### config.mk
export PLATFORM = sky130hd
export DESIGN_NAME = k12a_mem_arbiter
export DESIGN_NICKNAME = d
export VERILOG_FILES = /design/src/rtl/k12a_mem_arbiter_pkg.sv /design/src/rtl/k12a_mem_arbiter_wait_counter.sv /design/src/rtl/k12a_mem_arbiter.sv
export SDC_FILE = /design/constraint.sdc
export NUM_CORES = 1
export LEC_CHECK = 0
export CAP_MARGIN = 10
export CORE_ASPECT_RATIO = 0.9
export CORE_MARGIN = 10
export CORE_UTILIZATION = 29
export CTS_BUF_LIST = sky130_fd_sc_hd__clkbuf_4 sky130_fd_sc_hd__clkbuf_8
export DETAILED_ROUTE_END_ITERATION = 16
export GPL_TIMING_DRIVEN = 0
export MAX_ROUTING_LAYER = met4
export PLACE_DENSITY = 0.86
export SLEW_MARGIN = 20
export SYNTH_ARGS = -nofsm -noshare
export SYNTH_HDL_FRONTEND = slang
export SYNTH_HIERARCHICAL = 1
export SYNTH_SLANG_ARGS = --single-unit
### constraint.sdc
create_clock -name clock -period 2.85 [get_ports clock]
set_clock_uncertainty 0.1 [all_clocks]
set_input_delay 0.57 -clock clock [delete_from_list [all_inputs] [get_ports clock]]
set_output_delay 0.57 -clock clock [all_outputs]
set_load 0.01 [all_outputs]
### src/rtl/k12a_mem_arbiter_pkg.sv
// rtl/k12a_mem_arbiter_pkg.sv - shared k12a memory bus types
//
// Purpose: memory access mode and arbiter state encodings shared by the
// arbiter, its wait counter and anything that drives the k12a memory bus.
// Ports: none (package).
package k12a_mem_arbiter_pkg;

   typedef enum logic {
      MEM_MODE_READ  = 1'b0,
      MEM_MODE_WRITE = 1'b1
   } mem_mode_t;

   typedef enum logic [1:0] {
      ARB_IDLE = 2'd0,
      ARB_CPU  = 2'd1,
      ARB_DMA  = 2'd2
   } arb_state_t;

   // Bits needed to hold 0..max_val; never narrower than one bit so a
   // zero-valued parameter still yields a legal vector.
   function automatic int cnt_width(input int max_val);
      return (max_val < 1) ? 1 : $clog2(max_val + 1);
   endfunction

endpackage

### src/rtl/k12a_mem_arbiter_wait_counter.sv
// rtl/k12a_mem_arbiter_wait_counter.sv - loadable wait-state down-counter
//
// Purpose: counts the wait states of one bus access. Loaded with WAIT_STATES
// when an access is granted, decremented every access cycle, and flags the
// completion cycle with zero.
// Ports:
//   clock    in   system clock, rising edge
//   reset_n  in   asynchronous active-low reset
//   load     in   reload the counter with WAIT_STATES
//   dec      in   decrement (holds at zero)
//   zero     out  counter is zero
module k12a_wait_counter
   import k12a_mem_arbiter_pkg::*;
#(
   parameter int WAIT_STATES = 1
) (
   input  logic clock,
   input  logic reset_n,
   input  logic load,
   input  logic dec,
   output logic zero
);

   localparam int             CW       = cnt_width(WAIT_STATES);
   localparam logic [CW-1:0]  LOAD_VAL = CW'(WAIT_STATES);

   logic [CW-1:0] count;

   always_ff @(posedge clock or negedge reset_n) begin
      if (!reset_n) begin
         count <= '0;
      end else if (load) begin
         count <= LOAD_VAL;
      end else if (dec && (count != '0)) begin
         count <= count - CW'(1);
      end
   end

   assign zero = (count == '0);

endmodule

### src/rtl/k12a_mem_arbiter.sv
// rtl/k12a_mem_arbiter.sv - CPU/DMA arbiter for the k12a memory bus
//
// Purpose: shares the 8-bit memory bus between the CPU and a DMA requester,
// inserts WAIT_STATES wait cycles per access, stalls the CPU while it does
// not own the bus, and lets DMA win a tie after STARVE_LIMIT CPU wins.
// Ports:
//   clock, reset_n                      clock / async active-low reset
//   cpu_mem_enable, cpu_mem_mode,
//   cpu_addr, cpu_wdata                 CPU request (level, held to completion)
//   cpu_rdata, cpu_stall                CPU read data / stall
//   dma_req, dma_mode, dma_addr,
//   dma_wdata                           DMA request (level, held to completion)
//   dma_grant, dma_done, dma_rdata      DMA ownership / completion pulse / data
//   mem_enable, mem_mode, mem_addr,
//   mem_wdata, mem_rdata                memory device bus
module k12a_mem_arbiter
   import k12a_mem_arbiter_pkg::*;
#(
   parameter int WAIT_STATES  = 1,
   parameter int STARVE_LIMIT = 4
) (
   input  logic        clock,
   input  logic        reset_n,
   input  logic        cpu_mem_enable,
   input  mem_mode_t   cpu_mem_mode,
   input  logic [15:0] cpu_addr,
   input  logic [7:0]  cpu_wdata,
   output logic [7:0]  cpu_rdata,
   output logic        cpu_stall,
   input  logic        dma_req,
   input  mem_mode_t   dma_mode,
   input  logic [15:0] dma_addr,
   input  logic [7:0]  dma_wdata,
   output logic        dma_grant,
   output logic        dma_done,
   output logic [7:0]  dma_rdata,
   output logic        mem_enable,
   output mem_mode_t   mem_mode,
   output logic [15:0] mem_addr,
   output logic [7:0]  mem_wdata,
   input  logic [7:0]  mem_rdata
);

   localparam int            SW         = cnt_width(STARVE_LIMIT);
   localparam logic [SW-1:0] STARVE_MAX = SW'(STARVE_LIMIT);

   arb_state_t    state;
   arb_state_t    state_next;
   logic [SW-1:0] starve_cnt;
   logic [SW-1:0] starve_next;
   logic          wait_load;
   logic          wait_dec;
   logic          wait_zero;

   k12a_wait_counter #(
      .WAIT_STATES (WAIT_STATES)
   ) u_wait_counter (
      .clock   (clock),
      .reset_n (reset_n),
      .load    (wait_load),
      .dec     (wait_dec),
      .zero    (wait_zero)
   );

   always_ff @(posedge clock or negedge reset_n) begin
      if (!reset_n) begin
         state      <= ARB_IDLE;
         starve_cnt <= '0;
      end else begin
         state      <= state_next;
         starve_cnt <= starve_next;
      end
   end

   // Arbitration happens only from ARB_IDLE, so every access is followed by
   // at least one idle cycle. starve_cnt counts CPU wins over a waiting DMA;
   // it only increments below STARVE_MAX, which gives the saturation.
   always_comb begin
      state_next  = state;
      starve_next = starve_cnt;
      wait_load   = 1'b0;
      wait_dec    = (state != ARB_IDLE);
      case (state)
         ARB_IDLE: begin
            if (cpu_mem_enable && dma_req) begin
               if (starve_cnt < STARVE_MAX) begin
                  state_next  = ARB_CPU;
                  starve_next = starve_cnt + SW'(1);
               end else begin
                  state_next  = ARB_DMA;
                  starve_next = '0;
               end
            end else if (cpu_mem_enable) begin
               state_next = ARB_CPU;
            end else if (dma_req) begin
               state_next  = ARB_DMA;
               starve_next = '0;
            end
            wait_load = (state_next != ARB_IDLE);
         end
         ARB_CPU, ARB_DMA: begin
            // The owner must hold its request; the access runs to its
            // completion cycle whatever the request lines do.
            if (wait_zero) begin
               state_next = ARB_IDLE;
            end
         end
         default: begin
            state_next = ARB_IDLE;
         end
      endcase
   end

   // Bus mux: the owner's request drives the memory bus combinationally so
   // devices see it stable for the whole access; idle bus is parked at zero.
   always_comb begin
      mem_enable = 1'b0;
      mem_mode   = MEM_MODE_READ;
      mem_addr   = '0;
      mem_wdata  = '0;
      cpu_rdata  = '0;
      dma_rdata  = '0;
      case (state)
         ARB_CPU: begin
            mem_enable = 1'b1;
            mem_mode   = cpu_mem_mode;
            mem_addr   = cpu_addr;
            mem_wdata  = cpu_wdata;
            cpu_rdata  = mem_rdata;
         end
         ARB_DMA: begin
            mem_enable = 1'b1;
            mem_mode   = dma_mode;
            mem_addr   = dma_addr;
            mem_wdata  = dma_wdata;
            dma_rdata  = mem_rdata;
         end
         default: begin
         end
      endcase
   end

   // Stall is purely combinational so a CPU that is not requesting is never
   // stalled, even during reset.
   assign cpu_stall = cpu_mem_enable && !((state == ARB_CPU) && wait_zero);
   assign dma_grant = (state == ARB_DMA);
   assign dma_done  = dma_grant && wait_zero;

endmodule

== Word level (Yosys, flattened, before mapping) ==
Index checks and enable logic that the tools add are counted.
W data, S select, Z words.
Storage, ports and cells
  register bits: 6
  output and inout port bits: 45
Cells by class
  add/sub/neg operators: 2
  $lt $le $gt $ge: 1
  equal/unequal tests: 4
  mux-type cells: 20
  bitwise operators: 1
  reduce and logical (&&, ||, !) cells: 13
Operators by type and width (number)
  $pmux W16 S2: 1
  $mux W8: 2
  $pmux W8 S2: 1
  $mux W2: 6
  $mux W3: 4
  $reduce_bool A2 Y1: 4
  $logic_and A1 B1 Y1: 5
  $mux W1: 4
  $pmux W2 S2: 1
  $add A3 B1 Y3 const B: 1
  $lt A3 B3 Y1 const B: 1
  $reduce_and A3 Y1: 1
  $eq A2 B1 Y1 const B: 1
  $eq A2 B2 Y1 const B: 1
  $logic_not A2 Y1: 1
  $ne A2 B1 Y1 const B: 1
  $ne A2 B2 Y1 const B: 1
  $pmux W1 S2: 1
  $reduce_or A2 Y1: 1
  $logic_not A1 Y1: 1
  $not A1 Y1: 1
  $sub A1 B1 Y1 const B: 1

== Longest topological paths before layout ==
  word-level depth: 7
  gate-level depth with buffers: 6
  gate-level depth less buffers: 5

== Hierarchy ==
Netlist, hierarchy kept.
Modules (own cells, without submodules)
  k12a_mem_arbiter: times used 1, cells an instance 105, area each 812.0 µm², sequential area each 125.1 µm²
  k12a_wait_counter: times used 1, cells an instance 3, area each 40.0 µm², sequential area each 25.0 µm²

== Worst setup path before layout ==
Ideal clock, no wire load.
  path kind: flip-flop to output port
  from: register state[0]
  to: output port mem_addr[10]
  arrival time: 1299 ps
  data required time: 2180 ps
  setup slack: 881 ps
  cell stages (with the launch flop): 7
  path buffers: 2
  cell sequence: dfrtp_1 -> inv_1 -> ha_1 -> buf_2 -> buf_2 -> a22oi_1 -> nor2b_1
Between the ends
  word-level cells in the longest chain between the ends: 2
  elaborated cells between the ends (all ways): 3
  classes of those cells: eq/ne (2); mux (1)
RTL lines
  start: declaration: RTL line k12a_mem_arbiter.sv:47  | arb_state_t state;
  start signal: assignment: RTL line k12a_mem_arbiter.sv:70  | state <= state_next;
  $eq A2 B2 Y1
  named net dma_grant: RTL line k12a_mem_arbiter.sv:34  | output logic dma_grant,
  $pmux W16 S2: RTL line k12a_mem_arbiter.sv:123  | case (state)
  end: declaration: RTL line k12a_mem_arbiter.sv:39  | output logic [15:0] mem_addr,
The timed path passes the listed nets, and every way through them passes these cells.

== Worst setup path after layout ==
  from: register state[1]
  to: output port mem_addr[5]
Between the ends
  word-level cells in the longest chain between the ends: 2
  elaborated cells between the ends (all ways): 3
  classes of those cells: eq/ne (2); mux (1)
RTL lines (RTL line)
  $eq A2 B2 Y1 or $eq A2 B1 Y1 (tied branches): k12a_mem_arbiter.sv:123
  $pmux W16 S2 (*): k12a_mem_arbiter.sv:123
Mark *: on every way between the ends. The rest lies on a longest branch, timed or not.

==> results.py <==
metrics = {
    "worst_setup_path": {
        "critPathArrivalTime_ps": 2080,
        "start_kind": "flip-flop",
        "cp-end-kind": "output port",
        "cp_max_fo": 10,
        "crit_type": "flip-flop to output port",
        "cp_data_required_time_ps": 2180,
    },
    "yosys": {
        "syn_inst": 108,
        "synth_top_area_cell": "a22oi_1",
        "synth_seq_area_share": 0.176,
        "ys_warn_count": 6,
        "syn_nets": 174,
        "synth_top_area_frac": 0.220,
        "synth.distinct_cells": 22,
        "syn_avg_cell_area_um2": 7.89,
        "syn-cell-area_um2": 852,
        "synthTopCellsByArea": "a22oi_1 22%, dfrtp_1 18%, nor2b_1 15%",
        "ys_ff_latch": 6,
    },
    "cells_and_area": {
        "final_cell_mix": "94 x clkdlybuf4s50_1, 25 x a22oi_1, 20 x nor2b_1",
        "final_cells": 257,
        "layout_commonest_cell": "clkdlybuf4s50_1",
        "antenna_cells": 0,
        "drive_gt1_frac": 0.115,
        "nets": 285,
        "finish.utilization": 0.733,
        "syn2layout_area_growth_pct": 138,
    },
    "power_and_ir_drop": {
        "p_int_uw": 828,
        "p_switching_uw": 561,
        "pwr-share-comb": 0.839,
        "leakagePower_nw": 0.970,
        "powerDensity_nw_per_um2": 684,
        "netSwitchingFraction": 0.404,
        "p_clk_frac": 0.057,
        "seq_power_share": 0.104,
        "power_mw": 1.39,
        "ir_drop_mv": 0.467,
    },
    "detailed_routing": {
        "drcViolationCount": 0,
        "drtPass1Iterations": 4,
        "via_per_inst": 4.78,
        "ant_nets": 0,
        "wl_per_cell_um": 18.1,
        "wl_um": 4650,
        "drt_iter0_markers": 39,
        "num_vias": 1228,
    },
    "clock_tree": {
        "cts.sinks": 6,
        "ctsResizeCount": 0,
        "clockBufferDepth": 2,
        "cts_buffers": 3,
        "htree_levels": 1,
        "insertion_delay_ps": 250,
        "clkTransAtPathRegs_ps": 40,
        "post_cts_buffers": 0,
        "cts_tree": "done",
        "cts_hold_buf": 0,
        "cts_root_buf": "clkbuf_4",
    },
    "die": {
        "ios": 107,
        "start_util": 0.308,
        "rows": 18,
        "dieArea_um2": 5510,
        "core-area_um2": 2770,
        "die_x_um": 77.1,
        "fp.dieH_um": 71.4,
    },
    "placement": {
        "place.detailed.hpwl_um": 4000,
        "place.gp.congestion": 0.755,
        "place_inst": 254,
        "numPortBuffers": 106,
        "place_ws_ps": 288,
    },
    "timing": {
        "tightest_slew_ps": 282,
        "setup_slack_ps": 101,
        "setup_violations": 0,
        "hold_violations": 0,
        "fmax_mhz": 364,
        "rsz0062_at_grt": "true",
        "max-slew-margin-rel": 0.810,
        "post-route-min-period_ps": 2750,
        "finalCritPeriodShare": 0.965,
        "timing.final.max_slew_violations": 0,
    },
    "worst_hold_path": {
        "hold_class": "flip-flop to flip-flop",
    },
    "grt": {
        "use_met1": 0.181,
        "grt.busiest_layer": "met2",
        "grt_max_degree": 11,
        "grt_pass1_vias": 1274,
        "track_usage": 0.160,
        "grt_pass1_wl_um": 6910,
        "overflow": 0,
        "antenna_found_initial": 0,
        "grt_util_met2": 0.263,
        "grt_use_met3": 0.0436,
    },
    "job": {
        "max_cap_viol_count": 0,
    },
    "status": {
        "outcome": "finished, final reports clean",
    },
}
==> routing by layer <==
layer,share of wire,wire length [um]
met1,0.44,2040
met2,0.49,2280
met3,0.060,278
met4,0.013,59
met5,0,0
==> power by group through the flow <==
stage | combinational [mW] | sequential [mW] | clock (mW)
floorplan | 0.631 | 0.138 | 0
global placement | 1.13 | 0.141 | 0
detailed placement | 1.17 | 0.146 | 0
CTS | 1.17 | 0.146 | 0.0848
global route | 1.27 | 0.148 | 0.0927
finish | 1.16 | 0.144 | 0.0794
==> worst max-delay path, cell delays in order, from the launching register on <==
cell	delay [ps]
dfrtp_1	400
inv_1	80
ha_2	410
buf_2	210
nor2b_1	170
clkdlybuf4s50_1	560
==> logic make-up (layout without fill, tap and decap cells) <==
group,Yosys count,after routing,share of synthesized area
AO/OA/AOI/OAI,33,33,0.300
AND/OR/NAND/NOR,50,50,0.376
multiplexers,1,1,0.0132
buffers and inverters,14,123,0.0764
flip-flops,6,6,0.176
adder cells (fa/ha/maj),4,4,0.0587
==> synth_stat cells <==
cell type / count
a22o_1: 2
nor2b_2: 5
o21bai_2: 1
o21ai_0: 2
a21boi_1: 1
inv_2: 1
a32o_1: 1
a22oi_1: 25
inv_1: 3
dfrtp_1: 6
nor2b_1: 20
nand2_1: 2
nor4_1: 1
and2_4: 1
ha_1: 4
mux2_2: 1
a32o_2: 1
buf_2: 10
and2_1: 17
nand2b_2: 1
nand2b_1: 1
nor2_1: 2
==> cell type report <==
cell class / instances / area, um^2
fillers: 228 / 739
flip-flops and latches: 6 / 150
clock buffers: 3 / 22.5
multi-input cells: 88 / 639
plain buffers: 10 / 62.6
inverters: 4 / 15.0
repair buffers: 106 / 1090
well taps: 40 / 50.0
==> stage by stage <==
step	setup TNS (ps)	area, um^2	hold WS (ps)
floorplan	0	852	174
global placement	0	1960	392
detailed placement	0	1960	399
CTS	0	1990	414
global route	-112	2030	453
finish	0	2030	414
==> path summary, 6_finish.rpt <==
check                               from            end  slack (ps)  cells past startpoint
setup reg to reg                state[1]       state[1]        1240                      5
hold / removal             starve_cnt[1]  starve_cnt[1]         410                      1
setup / recovery                state[1]    mem_addr[5]         100                      5
hold reg to reg            starve_cnt[1]  starve_cnt[1]         410                      1
max in group asynchronous        reset_n  starve_cnt[0]        1960                      1
min in group asynchronous        reset_n       state[0]         470                      1
==> flip-flops by register name, indices dropped and copies added (netlist names) <==
signal                cells
state                     2
u_wait_counter/count      1
starve_cnt                3
No activity file was read; power rests on OpenSTA's default activity.
